### src/rtl/pipeir_stage.sv
// IF/ID pipeline register with stall hold, flush, and a stall-timeout watchdog FSM.
// Optional performance counters are enabled by defining PIPEIR_PERF_CNT_EN.
module pipeir_stage #(
   parameter int unsigned STALL_LIMIT = 15
) (
   input  logic        clock,
   input  logic        reset,
   input  logic [31:0] pc4,
   input  logic [31:0] ins,
   input  logic        wpcir,
   input  logic        flush,
   output logic [31:0] dpc4,
   output logic [31:0] inst,
   output logic        dvalid,
   output logic        stall_timeout,
   output logic [1:0]  state,
   output logic [31:0] ifetch_cnt,
   output logic [31:0] bubble_cnt
);

   typedef enum logic [1:0] {
      RUN     = 2'b00,
      HOLD    = 2'b01,
      TIMEOUT = 2'b10
   } state_t;

   localparam logic [7:0] LIMIT = 8'(STALL_LIMIT);

   state_t     state_q, state_n;
   logic [7:0] cnt_q, cnt_n;
   logic       load, stall;

   function automatic logic [7:0] sat_inc(input logic [7:0] v);
      return (v == 8'hFF) ? v : v + 8'd1;
   endfunction

   always_comb begin
      state_n = state_q;
      cnt_n   = cnt_q;
      load    = 1'b0;
      stall   = 1'b0;
      if (flush) begin
         state_n = RUN;
         cnt_n   = 8'd0;
      end else if (!wpcir) begin
         stall = 1'b1;
         // The unreachable encoding 2'b11 behaves like RUN and restarts the count.
         case (state_q)
            HOLD, TIMEOUT: cnt_n = sat_inc(cnt_q);
            default:       cnt_n = 8'd1;
         endcase
         state_n = (cnt_n >= LIMIT) ? TIMEOUT : HOLD;
      end else begin
         load    = 1'b1;
         state_n = RUN;
         cnt_n   = 8'd0;
      end
   end

   always_ff @(posedge clock) begin
      if (reset) begin
         state_q       <= RUN;
         cnt_q         <= 8'd0;
         stall_timeout <= 1'b0;
         dpc4          <= 32'h0;
         inst          <= 32'h0;
         dvalid        <= 1'b0;
      end else begin
         state_q       <= state_n;
         cnt_q         <= cnt_n;
         stall_timeout <= (state_n == TIMEOUT);
         if (flush) begin
            dpc4   <= pc4;
            inst   <= 32'h0;
            dvalid <= 1'b0;
         end else if (load) begin
            dpc4   <= pc4;
            inst   <= ins;
            dvalid <= 1'b1;
         end
      end
   end

   assign state = state_q;

`ifdef PIPEIR_PERF_CNT_EN
   logic [31:0] ifetch_q, bubble_q;

   always_ff @(posedge clock) begin
      if (reset) begin
         ifetch_q <= 32'h0;
         bubble_q <= 32'h0;
      end else begin
         if (load)
            ifetch_q <= ifetch_q + 32'd1;
         if (stall || flush)
            bubble_q <= bubble_q + 32'd1;
      end
   end

   assign ifetch_cnt = ifetch_q;
   assign bubble_cnt = bubble_q;
`else
   assign ifetch_cnt = 32'h0;
   assign bubble_cnt = 32'h0;
`endif

endmodule

### config.mk
export PLATFORM = sky130hd
export DESIGN_NAME = pipeir_stage
export DESIGN_NICKNAME = d
export VERILOG_FILES = /design/src/rtl/pipeir_stage.sv
export SDC_FILE = /design/constraint.sdc
export NUM_CORES = 1
export LEC_CHECK = 0
export CAP_MARGIN = 10
export CORE_MARGIN = 5
export CORE_UTILIZATION = 41
export DETAILED_ROUTE_END_ITERATION = 7
export PLACE_DENSITY = 0.93
export SYNTH_ARGS = -nofsm -noshare
export SYNTH_HDL_FRONTEND = slang
export SYNTH_SLANG_ARGS = --single-unit
### constraint.sdc
create_clock -name clock -period 3.55 [get_ports clock]
set_input_delay 0.71 -clock clock [delete_from_list [all_inputs] [get_ports clock]]
set_output_delay 0.71 -clock clock [all_outputs]
set_load 0.03 [all_outputs]
==> results.cfg <==
[floorplan]
die-area_um2 = 10100
core-area_um2 = 8093
rows = 33
start_util = 0.4150
ios = 200
dieHeight_um = 100.5
die_w_um = 100.5

[setup_path]
crit_arrival_ns = 2.49
cpPeakStageDelay_ns = 0.70
critical_path.endpoint = cnt_q[2]$_SDFF_PP0_
endpoint_kind = flip-flop
worstRegToRegCells = 5
worstSetupPathType = in2reg
r2r_setup_slack_ns = 1.71
crit_path_start = reset
critPathMaxFanout = 15
worstReg2RegStart = cnt_q[0]$_SDFF_PP0_
r2r_end = stall_timeout$_SDFF_PP0_
start_kind = primary input
path_cells = clkdlybuf4s50_1, or3_1, nand2b_4, o21bai_1, a31oi_1
cp.required_ns = 3.81
crit_slowest_cell = clkdlybuf4s50_1

[timing]
worst_pin_slew_ns = 0.6174
postLayoutSetupSlackWorst_ns = 1.321
maxSlewHeadroom = 0.5884
fin_skew_ns = 0.006855
fmax_ghz = 0.4486
fin_setup_tns_ns = 0
drv_slew = 0
post-route-period-util = 0.6280
final.min_clock_period_ns = 2.229
setup_viol = 0
rsz0062_at_grt = no
hold_violations = 0

[layout]
multi_input_area_um2 = 1476
seqCellArea_um2 = 1521
instances_no_fill = 615
num-fill-cells = 707
antennaDiodeCount = 0
areaGrowthSynthToFinish_pct = 40.57
nNetsFinal = 575
drive_above_1_share = 0.05294
utilization = 0.5833

[synth]
ys_seq_area_frac = 0.4531
synthesis.area_um2 = 3358
syn_avg_cell_area_um2 = 8.814
muxShareOfSynthArea = 0.09538
synth_top_family_by_area = buffers and inverters
synth_fa_ha_area_frac = 0.003726
ys_warn_count = 0
synth_compound_area_frac = 0.09873
yosys.area_share.simple = 0.1595
ys_ff_latch = 76
postSynthCellCount = 381
synthXorXnorAreaFrac = 0.01006
synth.distinct_cells = 38

[power_and_ir_drop]
p_switching_w = 0.0005691
power_leakage_nw = 2.013
vdd_drop_max_uv = 263.8
pwr_density_cell_nw_per_um2 = 429.0
p_seq_frac = 0.448
p_clk_frac = 0.353
finalPower_w = 0.002025
p_comb_frac = 0.199
internal-power_w = 0.001456
swShare = 0.2810

[clocking]
cts_buffers = 9
post-cts-setup-buffer-count = 0
clkLatencyLatePin_ns = 0.33
cts_max_path_buffers = 2
root_buffer = clkbuf_8
cts_tree = yes
path_clk_slew_ns = 0.07
hold_buffers = 0
post_cts_resized = 0
clkSinkCount = 76
ctsHtreeMaxLevel = 3

[min_path]
hold_class = reg2reg

[placed_design]
gp_congestion = 0.7804
dp_slack_ns = 0.9822
portBuffers = 135
dp.cells = 600
dpl.hpwl_mm = 6.438

[global_routing]
first_global_vias = 2822
grt.overflow.total = 0
antenna_found_initial = 0
track_usage = 0.1618
grt_pass1_wl_mm = 13.08
grt_max_degree = 36

[run]
max_cap_viol_count = 0

[routing]
vias_per_cell = 4.608
wl_mm = 8.450
drt_iter0_drc = 95
ant_nets = 0
drc = 0
vias = 2834
wl_per_cell_um = 13.74
dr.pass1.iters = 4

[status]
outcome = finished, final reports clean
-- per-layer routing --
| layer | track usage | share of wire | vias to the layer above |
|---|---|---|---|
| li1 | - | - | 1375 |
| met2 | 0.2864 | 0.50 | 143 |
| met1 | 0.1665 | 0.36 | 1303 |
| met5 | 0 | 0 | - |
| met3 | 0.07059 | 0.12 | 13 |
| met4 | 0.06632 | 0.018 | 0 |
-- worst min-delay path by stage --
| stage | depth (start not counted) | to | slack (ns) | start |
|---|---|---|---|---|
| finish | 2 | dpc4[24]$_SDFFE_PP0P_ | 0.45 | dpc4[24]$_SDFFE_PP0P_ |
| global route | 2 | dpc4[7]$_SDFFE_PP0P_ | 0.48 | dpc4[7]$_SDFFE_PP0P_ |
| CTS | 2 | dpc4[24]$_SDFFE_PP0P_ | 0.46 | dpc4[24]$_SDFFE_PP0P_ |
| detailed placement | 2 | dpc4[16]$_SDFFE_PP0P_ | 0.45 | dpc4[16]$_SDFFE_PP0P_ |
| global placement | 2 | dpc4[5]$_SDFFE_PP0P_ | 0.44 | dpc4[5]$_SDFFE_PP0P_ |
| floorplan | 2 | cnt_q[6]$_SDFF_PP0_ | 0.53 | cnt_q[6]$_SDFF_PP0_ |
-- placed cells by master (no fill, tap or decap), types with 3 or more instances in the layout --
master	n
nor2_1	36
clkdlybuf4s50_1	134
buf_4	3
nand2_1	68
mux2i_1	32
o211ai_1	4
a21oi_1	37
or2_2	3
a31oi_1	3
clkbuf_8	10
dfxtp_1	76
conb_1	64
-- layout make-up --
type / count / area share
flip-flops and latches: 76 / 0.3223
multi-input cells: 279 / 0.3127
repair buffers: 138 / 0.2900
clock buffers: 11 / 0.02995
well taps: 105 / 0.02783
clock inverters: 4 / 0.01564
inverters: 2 / 0.001590
-- power groups by stage --
stage                     registers (W)  logic, W  clock network (W)
after floorplan                0.000995  0.000225                  0
after global placement         0.000924  0.000395                  0
after detailed placement       0.000927  0.000402                  0
after CTS                      0.000907  0.000403           0.000738
after global routing           0.000911  0.000427           0.000772
final                          0.000907  0.000402           0.000716
-- sequential cells by signal, summed over array words and instances, names as in the netlist --
signal and flops:
inst 32, cnt_q 8, dvalid 1, dpc4 32, stall_timeout 1, state 2
-- cell usage after synthesis --
library cell,n,share of area
a211o_1,1,0.0026
a211oi_1,1,0.0022
a21oi_1,37,0.055
a311o_1,1,0.0030
a31oi_1,3,0.0056
and3_1,2,0.0037
and4_1,2,0.0052
buf_2,2,0.0030
buf_4,64,0.14
buf_6,3,0.010
clkbuf_1,18,0.020
conb_1,1,0.0011
dfxtp_1,76,0.45
ha_1,1,0.0037
inv_1,2,0.0022
mux2i_1,32,0.095
nand2_1,68,0.076
nand2b_4,1,0.0041
nand3_1,1,0.0015
nand4_2,1,0.0037
nor2_1,37,0.041
nor2b_1,2,0.0037
nor3_1,2,0.0030
nor4_1,1,0.0019
nor4b_2,1,0.0045
o2111ai_1,1,0.0026
o211a_1,1,0.0030
o211ai_1,4,0.0089
o21a_1,1,0.0022
o21ai_0,1,0.0015
o21bai_1,2,0.0045
o31ai_1,2,0.0045
o32a_1,1,0.0030
or2_2,3,0.0056
or3_1,1,0.0019
or3_4,1,0.0034
xnor2_1,2,0.0052
xor2_2,1,0.0048
-- critical path: cells and delay by family --
family / cells / cell delay (ns)
AOI/OAI and AO/OA: 2 / 0.31
and+or+nand+nor: 2 / 0.78
buffers and inverters: 1 / 0.70
-- logic make-up (layout without fill, tap and decap cells) --
logic type               Yosys count  after routing
AND/OR/NAND/NOR                  123            123
buffers and inverters             89            155
flip-flops                        76             76
AO/OA/AOI/OAI                     56             56
multiplexers                      32             32
XOR/XNOR                           3              3
adder cells (fa/ha/maj)            1              1
other                              1             64
-- through the flow --
step	instance area (um^2)	hold slack [ns]
final	4721	0.4523
after detailed placement	4506	0.4451
after CTS	4721	0.4562
after global routing	4721	0.4802
after global placement	4506	0.4368
after floorplan	3595	0.5253
Power figures use the tool's default switching activity.
